`config.mk`:
```
export PLATFORM = sky130hd
export DESIGN_NAME = alu_issue_ctrl
export DESIGN_NICKNAME = d
export VERILOG_FILES = /design/src/rtl/alu_issue_ctrl.sv
export SDC_FILE = /design/constraint.sdc
export NUM_CORES = 1
export LEC_CHECK = 0
export ABC_CLOCK_PERIOD_IN_PS = 3200
export BUFFER_PORTS_ARGS = -buffer_cell sky130_fd_sc_hd__buf_4
export CELL_PAD_IN_SITES_DETAIL_PLACEMENT = 1
export CELL_PAD_IN_SITES_GLOBAL_PLACEMENT = 2
export CORE_AREA = 2 2 103 105
export CTS_CLUSTER_DIAMETER = 120
export CTS_CLUSTER_SIZE = 10
export DETAILED_ROUTE_END_ITERATION = 8
export DIE_AREA = 0 0 105 107
export PLACE_DENSITY = 0.72
export SYNTH_ARGS = -nofsm -noshare
export SYNTH_HDL_FRONTEND = slang
export SYNTH_SLANG_ARGS = --single-unit
```
`constraint.sdc`:
```
create_clock -name clk -period 3.2 [get_ports clk]
set_clock_uncertainty 0.15 [all_clocks]
set_input_delay 0.64 -clock clk [delete_from_list [all_inputs] [get_ports clk]]
set_output_delay 0.64 -clock clk [all_outputs]
set_load 0.005 [all_outputs]
```
`src/rtl/alu_issue_ctrl.sv`:
```
// Issue/collect stage around a one-cycle registered 8-bit ALU: credit-based command
// issue, in-order result FIFO, and optional accumulator chaining of the last result.
module alu_issue_ctrl #(
    parameter int DEPTH = 4
) (
    input  logic       clk,
    input  logic       reset,
    input  logic       cmd_valid,
    output logic       cmd_ready,
    input  logic [7:0] cmd_a,
    input  logic [7:0] cmd_b,
    input  logic [2:0] cmd_sel,
    input  logic       cmd_chain,
    output logic [7:0] alu_a,
    output logic [7:0] alu_b,
    output logic [2:0] alu_sel,
    input  logic [7:0] alu_out,
    input  logic       alu_carry,
    output logic       res_valid,
    input  logic       res_ready,
    output logic [7:0] res_data,
    output logic       res_carry,
    output logic       busy
);
    localparam int PW = $clog2(DEPTH);
    localparam int CW = PW + 1;
    localparam logic [CW:0] DEPTH_W = (CW + 1)'(DEPTH);

    logic [7:0]    alu_a_q, alu_a_d;
    logic [7:0]    alu_b_q, alu_b_d;
    logic [2:0]    alu_sel_q, alu_sel_d;
    logic          issue_v_q, issue_v_d;
    logic          alu_v_q, alu_v_d;
    logic [7:0]    last_res_q, last_res_d;
    logic [8:0]    mem_q [DEPTH];
    logic [8:0]    mem_d [DEPTH];
    logic [PW-1:0] wr_ptr_q, wr_ptr_d;
    logic [PW-1:0] rd_ptr_q, rd_ptr_d;
    logic [CW-1:0] count_q, count_d;

    logic [1:0]    inflight;
    logic [CW:0]   occupancy;
    logic          credit_ok;
    logic          accept;
    logic          push;
    logic          pop;

    always_comb begin
        inflight   = {1'b0, issue_v_q} + {1'b0, alu_v_q};
        // Occupancy uses registered state only, so a pop frees its credit one cycle later.
        occupancy  = {1'b0, count_q} + {{(CW - 1){1'b0}}, inflight};
        credit_ok  = occupancy < DEPTH_W;
        cmd_ready  = credit_ok && !(cmd_chain && (inflight != 2'd0));
        accept     = cmd_valid && cmd_ready;
        push       = alu_v_q;
        pop        = (count_q != '0) && res_ready;

        alu_a_d    = alu_a_q;
        alu_b_d    = alu_b_q;
        alu_sel_d  = alu_sel_q;
        issue_v_d  = accept;
        alu_v_d    = issue_v_q;
        last_res_d = last_res_q;
        mem_d      = mem_q;
        wr_ptr_d   = wr_ptr_q;
        rd_ptr_d   = rd_ptr_q;
        count_d    = count_q;

        if (accept) begin
            alu_a_d   = cmd_chain ? last_res_q : cmd_a;
            alu_b_d   = cmd_b;
            alu_sel_d = cmd_sel;
        end

        if (push) begin
            mem_d[wr_ptr_q] = {alu_carry, alu_out};
            wr_ptr_d        = wr_ptr_q + PW'(1);
            last_res_d      = alu_out;
        end

        if (pop) begin
            rd_ptr_d = rd_ptr_q + PW'(1);
        end

        case ({push, pop})
            2'b10:   count_d = count_q + CW'(1);
            2'b01:   count_d = count_q - CW'(1);
            default: count_d = count_q;
        endcase
    end

    always_ff @(posedge clk or posedge reset) begin
        if (reset) begin
            alu_a_q    <= '0;
            alu_b_q    <= '0;
            alu_sel_q  <= '0;
            issue_v_q  <= 1'b0;
            alu_v_q    <= 1'b0;
            last_res_q <= '0;
            wr_ptr_q   <= '0;
            rd_ptr_q   <= '0;
            count_q    <= '0;
            for (int i = 0; i < DEPTH; i++) begin
                mem_q[i] <= '0;
            end
        end else begin
            alu_a_q    <= alu_a_d;
            alu_b_q    <= alu_b_d;
            alu_sel_q  <= alu_sel_d;
            issue_v_q  <= issue_v_d;
            alu_v_q    <= alu_v_d;
            last_res_q <= last_res_d;
            wr_ptr_q   <= wr_ptr_d;
            rd_ptr_q   <= rd_ptr_d;
            count_q    <= count_d;
            mem_q      <= mem_d;
        end
    end

    assign alu_a     = alu_a_q;
    assign alu_b     = alu_b_q;
    assign alu_sel   = alu_sel_q;
    assign res_valid = (count_q != '0);
    assign res_data  = mem_q[rd_ptr_q][7:0];
    assign res_carry = mem_q[rd_ptr_q][8];
    assign busy      = issue_v_q | alu_v_q | (count_q != '0);

    // Credit accounting must keep the FIFO from ever exceeding its depth.
    assert property (@(posedge clk) disable iff (reset) ({1'b0, count_q} <= DEPTH_W));

endmodule

```
### Word-level counts from Yosys, hierarchy flattened

Index checks and enable logic that the tools add are counted.

| cells by class | value |
|---|---|
| divide/modulo/power cells | 0 |
| reductions and logical operators | 9 |
| shift operators | 0 |
| muxes and demuxes | 8 |
| $mul | 0 |
| equal/unequal tests | 2 |
| bitwise gates (word level) | 4 |
| add/sub/neg operators | 6 |
| order comparisons | 4 |

Operators by type and width:

| operator | number |
|---|---|
| bitwise mux 36 bit | 1 |
| 2-to-1 mux 9 bit | 3 |
| binary-select mux 9 bit (select 2 bit) | 1 |
| demux 9 bit (select 2 bit) | 1 |
| 2-to-1 mux 8 bit | 1 |
| greater-or-equal comparator 3 bit (second input constant) | 2 |
| inverter 2 -> 3 bit | 2 |
| one-hot mux 3 bit (2 select lines) | 1 |
| logical AND 1 bit | 5 |
| adder 2 x 1 -> 2 bit (second input constant) | 2 |
| adder 3 x 2 -> 4 bit | 1 |
| < comparator 4 x 3 -> 1 bit (second input constant) | 1 |
| nonzero test 2 bit | 2 |
| adder 3 x 1 -> 3 bit (second input constant) | 1 |
| < comparator 3 x 1 -> 1 bit (second input constant) | 1 |
| nonzero test 3 bit | 1 |
| subtractor 3 x 1 -> 3 bit (second input constant) | 1 |
| adder 1 x 1 -> 2 bit | 1 |
| == test 2 x 1 -> 1 bit (second input constant) | 1 |
| == test 2 bit (second input constant) | 1 |
| OR 1 bit | 2 |
| zero test 1 bit | 1 |

| storage, ports and cells | value |
|---|---|
| bits of input ports | 33 |
| flip-flop bits (word level) | 72 |
| logic and storage cells | 46 |
| latch bits | 0 |
| output and inout port bits | 31 |
| memory bits (writable) | 0 |
| memories | 0 |
| ROM bits | 0 |

### Depth between registers and ports, before layout

Gate-level depths: netlist (run 1).

| logic depth | value |
|---|---|
| depth after elaboration | 6 |
| gate-level depth with buffers | 9 |
| mapped depth without buffers | 7 |

### Worst setup path before layout (run 1)

OpenSTA, ideal clock, no wires.

| path | value |
|---|---|
| path type | reg2out |
| start | register alu_v_q |
| end | output port cmd_ready |
| path slack | 0.992 ns |
| data arrival time | 1.418 ns |
| stages on the path, launching flop included | 7 |
| data required time | 2.410 ns |
| path buffers | 2 |
| path through | dfrtp_1 buf_2 buf_2 inv_1 ha_1 and3_1 and3b_1 |

| on the way | value |
|---|---|
| word-level cells in the longest chain between the ends | 5 |
| elaborated cells between the ends (all ways) | 7 |
| those cells by class | add/sub (2); order compare (1); reduce/logical (4) |

RTL lines:

| item | line | text |
|---|---|---|
| start, declared | 33 | `logic alu_v_q, alu_v_d;` |
| start signal, assigned | 111 | `alu_v_q <= alu_v_d;` |
| adder 1 x 1 -> 2 bit * | 49 | `inflight = {1'b0, issue_v_q} + {1'b0, alu_v_q};` |
| branches (longest 3 deep; another with adder 3 x 2 -> 4 bit) | -- |  |
| logical AND 1 bit * | 53 | `cmd_ready = credit_ok && !(cmd_chain && (inflight != 2'd0));` |
| end, declared | 9 | `output logic cmd_ready,` |

Mark *: on every way between the ends.

### Worst setup path after layout (run 1)

| path | value |
|---|---|
| start | register rd_ptr_q[0] |
| end | output port res_data[6] |

| on the way | value |
|---|---|
| word-level cells in the longest chain between the ends | 4 |

RTL lines:

| item | line | text |
|---|---|---|
| start, declared | 38 | `logic [PW-1:0] rd_ptr_q, rd_ptr_d;` |
| start signal, assigned | 114 | `rd_ptr_q <= rd_ptr_d;` |
| inverter 2 -> 3 bit (not written as such) | 124 | `assign res_data = mem_q[rd_ptr_q][7:0];` |
| binary-select mux 9 bit (select 2 bit) | 124 |  |
| 2-to-1 mux 9 bit (2 in a row) | -- |  |
| end, declared | 21 | `output logic [7:0] res_data,` |

No other way between the ends. The select of a mux whose other input is x is not followed.

==> results of run 1 <==
==> stage by stage <==
stage	instance area [µm²]	utilization
after floorplan	3250	-
after global placement	3870	0.384
after detailed placement	3870	0.384
after CTS	4040	0.400
after global routing	4040	0.400
final	4040	0.400
==> worst max-delay path: cells and delay by family, from the launching register on <==
family / cells / cell delay, ns
DFF: 1 / 0.75
muxes: 1 / 0.59
buffers and inverters: 1 / 0.15
==> where the power goes <==
part / total, µW / switching [µW] / leakage (µW) / internal, µW
clock: 626 / 324 / 0.0000834 / 302
sequential: 1700 / 316 / 0.000847 / 1380
combinational: 1710 / 568 / 0.000945 / 1140
==> logic make-up (layout without fill, tap and decap cells) <==
kind of cell | after synthesis | count (layout) | share of synthesized area
multiplexers | 81 | 81 | 0.334
adder cells (fa/ha/maj) | 9 | 9 | 0.0370
flip-flops | 72 | 72 | 0.555
AND/OR/NAND/NOR | 14 | 14 | 0.0258
AO/OA/AOI/OAI | 2 | 2 | 0.00424
buffers and inverters | 17 | 92 | 0.0281
XOR/XNOR | 6 | 6 | 0.0162
==> area by class of cell <==
type | count | share of cell area
repair buffers | 66 | 0.126
multi-input cells | 112 | 0.335
flip-flops and latches | 72 | 0.446
clock inverters | 3 | 0.00434
well taps | 136 | 0.0421
clock buffers | 13 | 0.0369
inverters | 10 | 0.00930
==> placed cells by master, fill, tap and decap left out, drive strengths merged <==
cell type   n
mux4        9
mux2       71
nor2        2
dfrtp      72
clkinvlp    1
fa          1
nand2       7
o21ai       1
ha          8
clkbuf     13
inv        10
and3        1
nand2b      1
xnor2       2
and3b       1
mux2i       1
buf        66
clkinv      2
o31a        1
nor3        1
xor2        4
nand4b      1
==> flip-flops by register name, indices dropped and copies added (netlist names) <==
signal      flops
count_q         3
alu_sel         3
last_res_q      8
alu_b           8
alu_v_q         1
mem_q          36
alu_v_d         1
wr_ptr_q        2
rd_ptr_q        2
alu_a           8
==> routing by layer <==
layer	part of all wire	track usage	up-vias
met5	0	0	-
met4	0.014	0.0543	0
met3	0.052	0.0298	8
met2	0.46	0.199	49
met1	0.47	0.172	954
li1	-	-	856
==> how the worst max path moves through the flow <==
stage                     slack, ns  depth (start not counted)   startpoint     endpoint
after floorplan                0.59                          1        reset     alu_a[0]
after global placement         0.91                          5      alu_v_q     alu_a[4]
after detailed placement       0.87                          5      alu_v_q   alu_sel[1]
after CTS                      0.54                          2  rd_ptr_q[0]  res_data[6]
after global routing           0.52                          2  rd_ptr_q[0]  res_data[6]
final                          0.59                          2  rd_ptr_q[0]  res_data[6]
==> metrics, run 1 <==
outcome completed; placed cell count 396; vias in the first global route 2135; DRT Pass-1 Iters 4; HPWL Detailed 4.58 mm; Syn Nets 243; ys flop type dfrtp_1; DR WL/cell 16.1 µm; NumNets Final 313; FFs w/ async S/R, synth 1.00; critical-path cell list mux4_2 -> buf_4; Layout Cells excl Fill 412; routed vias 1867; Hold WS 0.258 ns; Antenna diodes 0; buffers added on ports 63; relative max-transition margin 0.500; Worst Setup End Kind output port; Core Box Area 0.0101 mm²; area occupied by registers 0.00180 mm²; worst setup margin 0.590 ns; CTS tree yes; fillers 1090; RSZ-0062 raised after global routing false; Worst-path clk slew 0.08 ns; die footprint 0.0112 mm²; R2R Setup Slk 0.89 ns; Vias/cell 4.53; max cap viols 0; leading area contributor after synthesis dfrtp_1; total power 4030 µW; routability cong. 0.714; worst vdd ir 0.000302 V; Antenna Violating Nets Remaining 0; Mean Syn Cell Area 16.2 µm²; Worst Tran Pin Value 0.749 ns; flop and latch count out of synthesis 72; Hold Buf Count CTS 0; PwrDens 998 mW/mm²; Final TNS setup 0 ns; clk buf depth 2; hold_sp alu_v_d; H-tree levels 3; Die Wd 105 µm; worst skew pair latency 0.33 ns; post_cts resized 0; Pins Over Slew Limit 0; worst hold path endpoint alu_v_q; Residual DRC 0; CTS root buffer clkbuf_8; CP arrival 1.82 ns; DIE HEIGHT 107 µm; Critical R2R Launch alu_v_q; min Tclk post-route 2.61 ns; Initial Util 0.322; Synth Instances 201; DRT iter0 DRCs 36; largest net degree at the start of global routing 41; most frequent cell after synthesis dfrtp_1; Yosys cell types 21; Final Cycle Share 0.815; Post-synth top cells dfrtp_1, mux2_2, mux2_4, inv_1, mux4_2; register area share after synthesis 0.555; area growth from synthesis to layout 24.4%; first-pass GRT wire length 11.1 mm; FP Rows 37; I/O pins 64; Post-synth EDFFs 0; crit path max fanout 11; RR Endpoint alu_a[5]; Synth area leaders dfrtp_1, mux2_2, mux2_4, mux4_2, ha_1; Reg2Reg Depth 5; Clock Sinks 72; Pleak 0.00188 µW; grt ovf 0; Synth Warn # 0; critical path required time 2.41 ns; Hold WC Path Type reg -> reg; routed wire length 6.63 mm; gr usage total 0.128; Syn Std Cell Area 0.00325 mm²; Final setup viols 0; initial antenna violation count 0; Hold Crit Depth 0; Crit Path Class reg -> out; share of layout cells above drive strength 1 0.583; CTS Buf Count 9; Setup Fix Bufs, Post-CTS 0; Peak Freq 383 MHz; post-synth top area share 0.555; critical path startpoint category flop; Slowest cell on crit path dfrtp_1; final hold vios 0; Worst path max stage delay 0.75 ns; area occupied by multi-input gates 0.00135 mm²; Placement Setup Slack 0.867 ns
No activity file was read; power rests on OpenSTA's default activity.
==> run 2, diff against run 1 <==
- ABC_CLOCK_PERIOD_IN_PS: 3200 -> 2300
- PLACE_DENSITY: 0.72 -> 0.74
- clock period: 3.2 -> 2.3 ns (I/O delays scaled with it)
==> metrics, run 2 (synthesis results as in run 1) <==
Biggest register mem_q; critical path startpoint category flop; Antenna diodes 0 (unchanged); H-tree levels 3 (unchanged); max FFs per register 36 (unchanged); Final setup viols 0 (unchanged); Antenna Violating Nets Remaining 0 (unchanged); grt ovf 0 (unchanged); area occupied by multi-input gates 0.00137 mm² (+1.5%); RR Endpoint count_q[2]; Worst Tran Pin Value 0.544 ns (-0.205 ns); Hold WC Path Type in -> async; HPWL Detailed 4.64 mm (+1.4%); share of layout cells above drive strength 1 0.621 (+0.0372); min Tclk post-route 2.29 ns; worst skew pair latency 0.34 ns (about the same); I/O pins 64 (unchanged); die footprint 0.0112 mm² (unchanged); Layout Cells excl Fill 418 (+1.5%); Reg2Reg Depth 7 (+2); outcome completed; routed wire length 6.90 mm (+4.1%); RSZ-0062 raised after global routing true; buffers added on ports 63 (unchanged); Initial Util 0.322 (unchanged); DRT iter0 DRCs 39 (+8.3%); first-pass GRT wire length 11.2 mm (+1.6%); commonest non-fill, non-tap cell in the layout dfrtp_1; DR WL/cell 16.5 µm (+2.6%); placed cell count 398 (+0.51%); Critical R2R Launch count_q[1]; CP arrival 1.68 ns (-0.14 ns); vias in the first global route 2142 (+0.33%); CTS Buf Count 9 (unchanged); gr usage total 0.132 (+0.00339); DIE HEIGHT 107 µm (unchanged); Pleak 0.00192 µW (+2.5%); critical path required time 1.69 ns (-0.72 ns); Crit Path Class reg -> out; area growth from synthesis to layout 28.6%; R2R Setup Slk 0.26 ns (-0.63 ns); Pins Over Slew Limit 0 (unchanged); CTS tree yes; area occupied by registers 0.00180 mm² (+0.14%); Core Box Area 0.0101 mm² (unchanged); FP Rows 37 (unchanged); Worst-path clk slew 0.08 ns (about the same); Vias/cell 4.56 (+0.68%); final hold vios 0 (unchanged); largest net degree at the start of global routing 73 (+78%); clk buf depth 2 (unchanged); routed vias 1907 (+2.1%); relative max-transition margin 0.637 (+0.136); commonest cells after routing, fill and taps aside dfrtp_1, buf_4, mux2_2, mux2_4, clkbuf_8; DRT Pass-1 Iters 3 (-1); max cap viols 0 (unchanged); Residual DRC 0 (unchanged); PwrDens 1420 mW/mm² (+42%); worst vdd ir 0.000469 V (+55%); Die Wd 105 µm (unchanged); initial antenna violation count 0 (unchanged); Clock Sinks 72 (unchanged); Peak Freq 437 MHz; NumNets Final 319 (+1.9%); routability cong. 0.675 (-5.4%); CTS root buffer clkbuf_8; Worst Setup End Kind output port; fillers 1084 (-0.55%); crit path max fanout 3 (-8); Final Cycle Share 0.994; total power 5920 µW (+47%)
## run 2: cell types whose count changed in the layout (fill, tap and decap cells not counted), sizes merged
cell,before,now
bufinv,0,1
buf,66,72
clkinvlp,1,3
inv,10,9
clkbuf,13,11
## run 2: area by class of cell
type                            instances  area share
Multi-Input combinational cell        112       0.329
Inverter                               10     0.00989
Tap cell                              136      0.0408
Timing Repair Buffer                   72       0.138
Sequential cell                        72       0.432
Clock inverter                          5      0.0132
Clock buffer                           11      0.0363
## run 2: power by group
group	leakage, µW	internal (µW)	switching, µW
clock network	0.000101	556	478
registers	0.000845	1930	409
logic	0.000976	1690	862
## run 2: repair_timing
| action | in CTS | in global routing |
|---|---|---|
| setup buffers | 1 | 3 |
| setup endpoints to repair | 8 | 2 |
| hold buffers | 0 | 0 |
| pin swaps | 1 | 2 |
| resized for setup | 3 | 2 |
## run 2: worst max-delay path by stage
stage,from,endpoint,slack [ns],depth (start not counted)
5_1_grt,alu_v_q,cmd_ready,-0.05,5
3_3_place_gp,res_ready,count_q[2],0.32,8
4_1_cts,alu_v_d,cmd_ready,0.0001,5
2_1_floorplan,alu_v_q,alu_a[0],0.19,8
3_5_place_dp,res_ready,count_q[2],0.23,8
6_report,alu_v_q,cmd_ready,0.01,5
## run 2: worst max-delay path, stage by stage (launching register included)
cell	delay, ns
dfrtp_1	0.41
ha_2	0.21
ha_4	0.25
and3_4	0.17
and3b_1	0.17
buf_4	0.13
## run 2: metal layers
metal | track usage | vias up | part of all wire
met1 | 0.171 | 976 | 0.46
met4 | 0.0514 | 0 | 0.016
met2 | 0.207 | 51 | 0.46
met3 | 0.0389 | 10 | 0.056
met5 | 0 | - | 0
li1 | - | 870 | -
## run 2: metrics by stage
stage / utilization / setup slack, ns / setup TNS (ns) / hold slack, ns / area, µm²
finish: 0.414 / 0.0130 / 0 / 0.0674 / 4170
global route: 0.414 / -0.0525 / -0.0525 / 0.0909 / 4170
CTS: 0.410 / 0.000106 / 0 / 0.0751 / 4130
detailed placement: 0.388 / 0.227 / 0 / 0.246 / 3920
global placement: 0.388 / 0.322 / 0 / 0.239 / 3920
floorplan: - / 0.191 / 0 / 0.228 / 3250
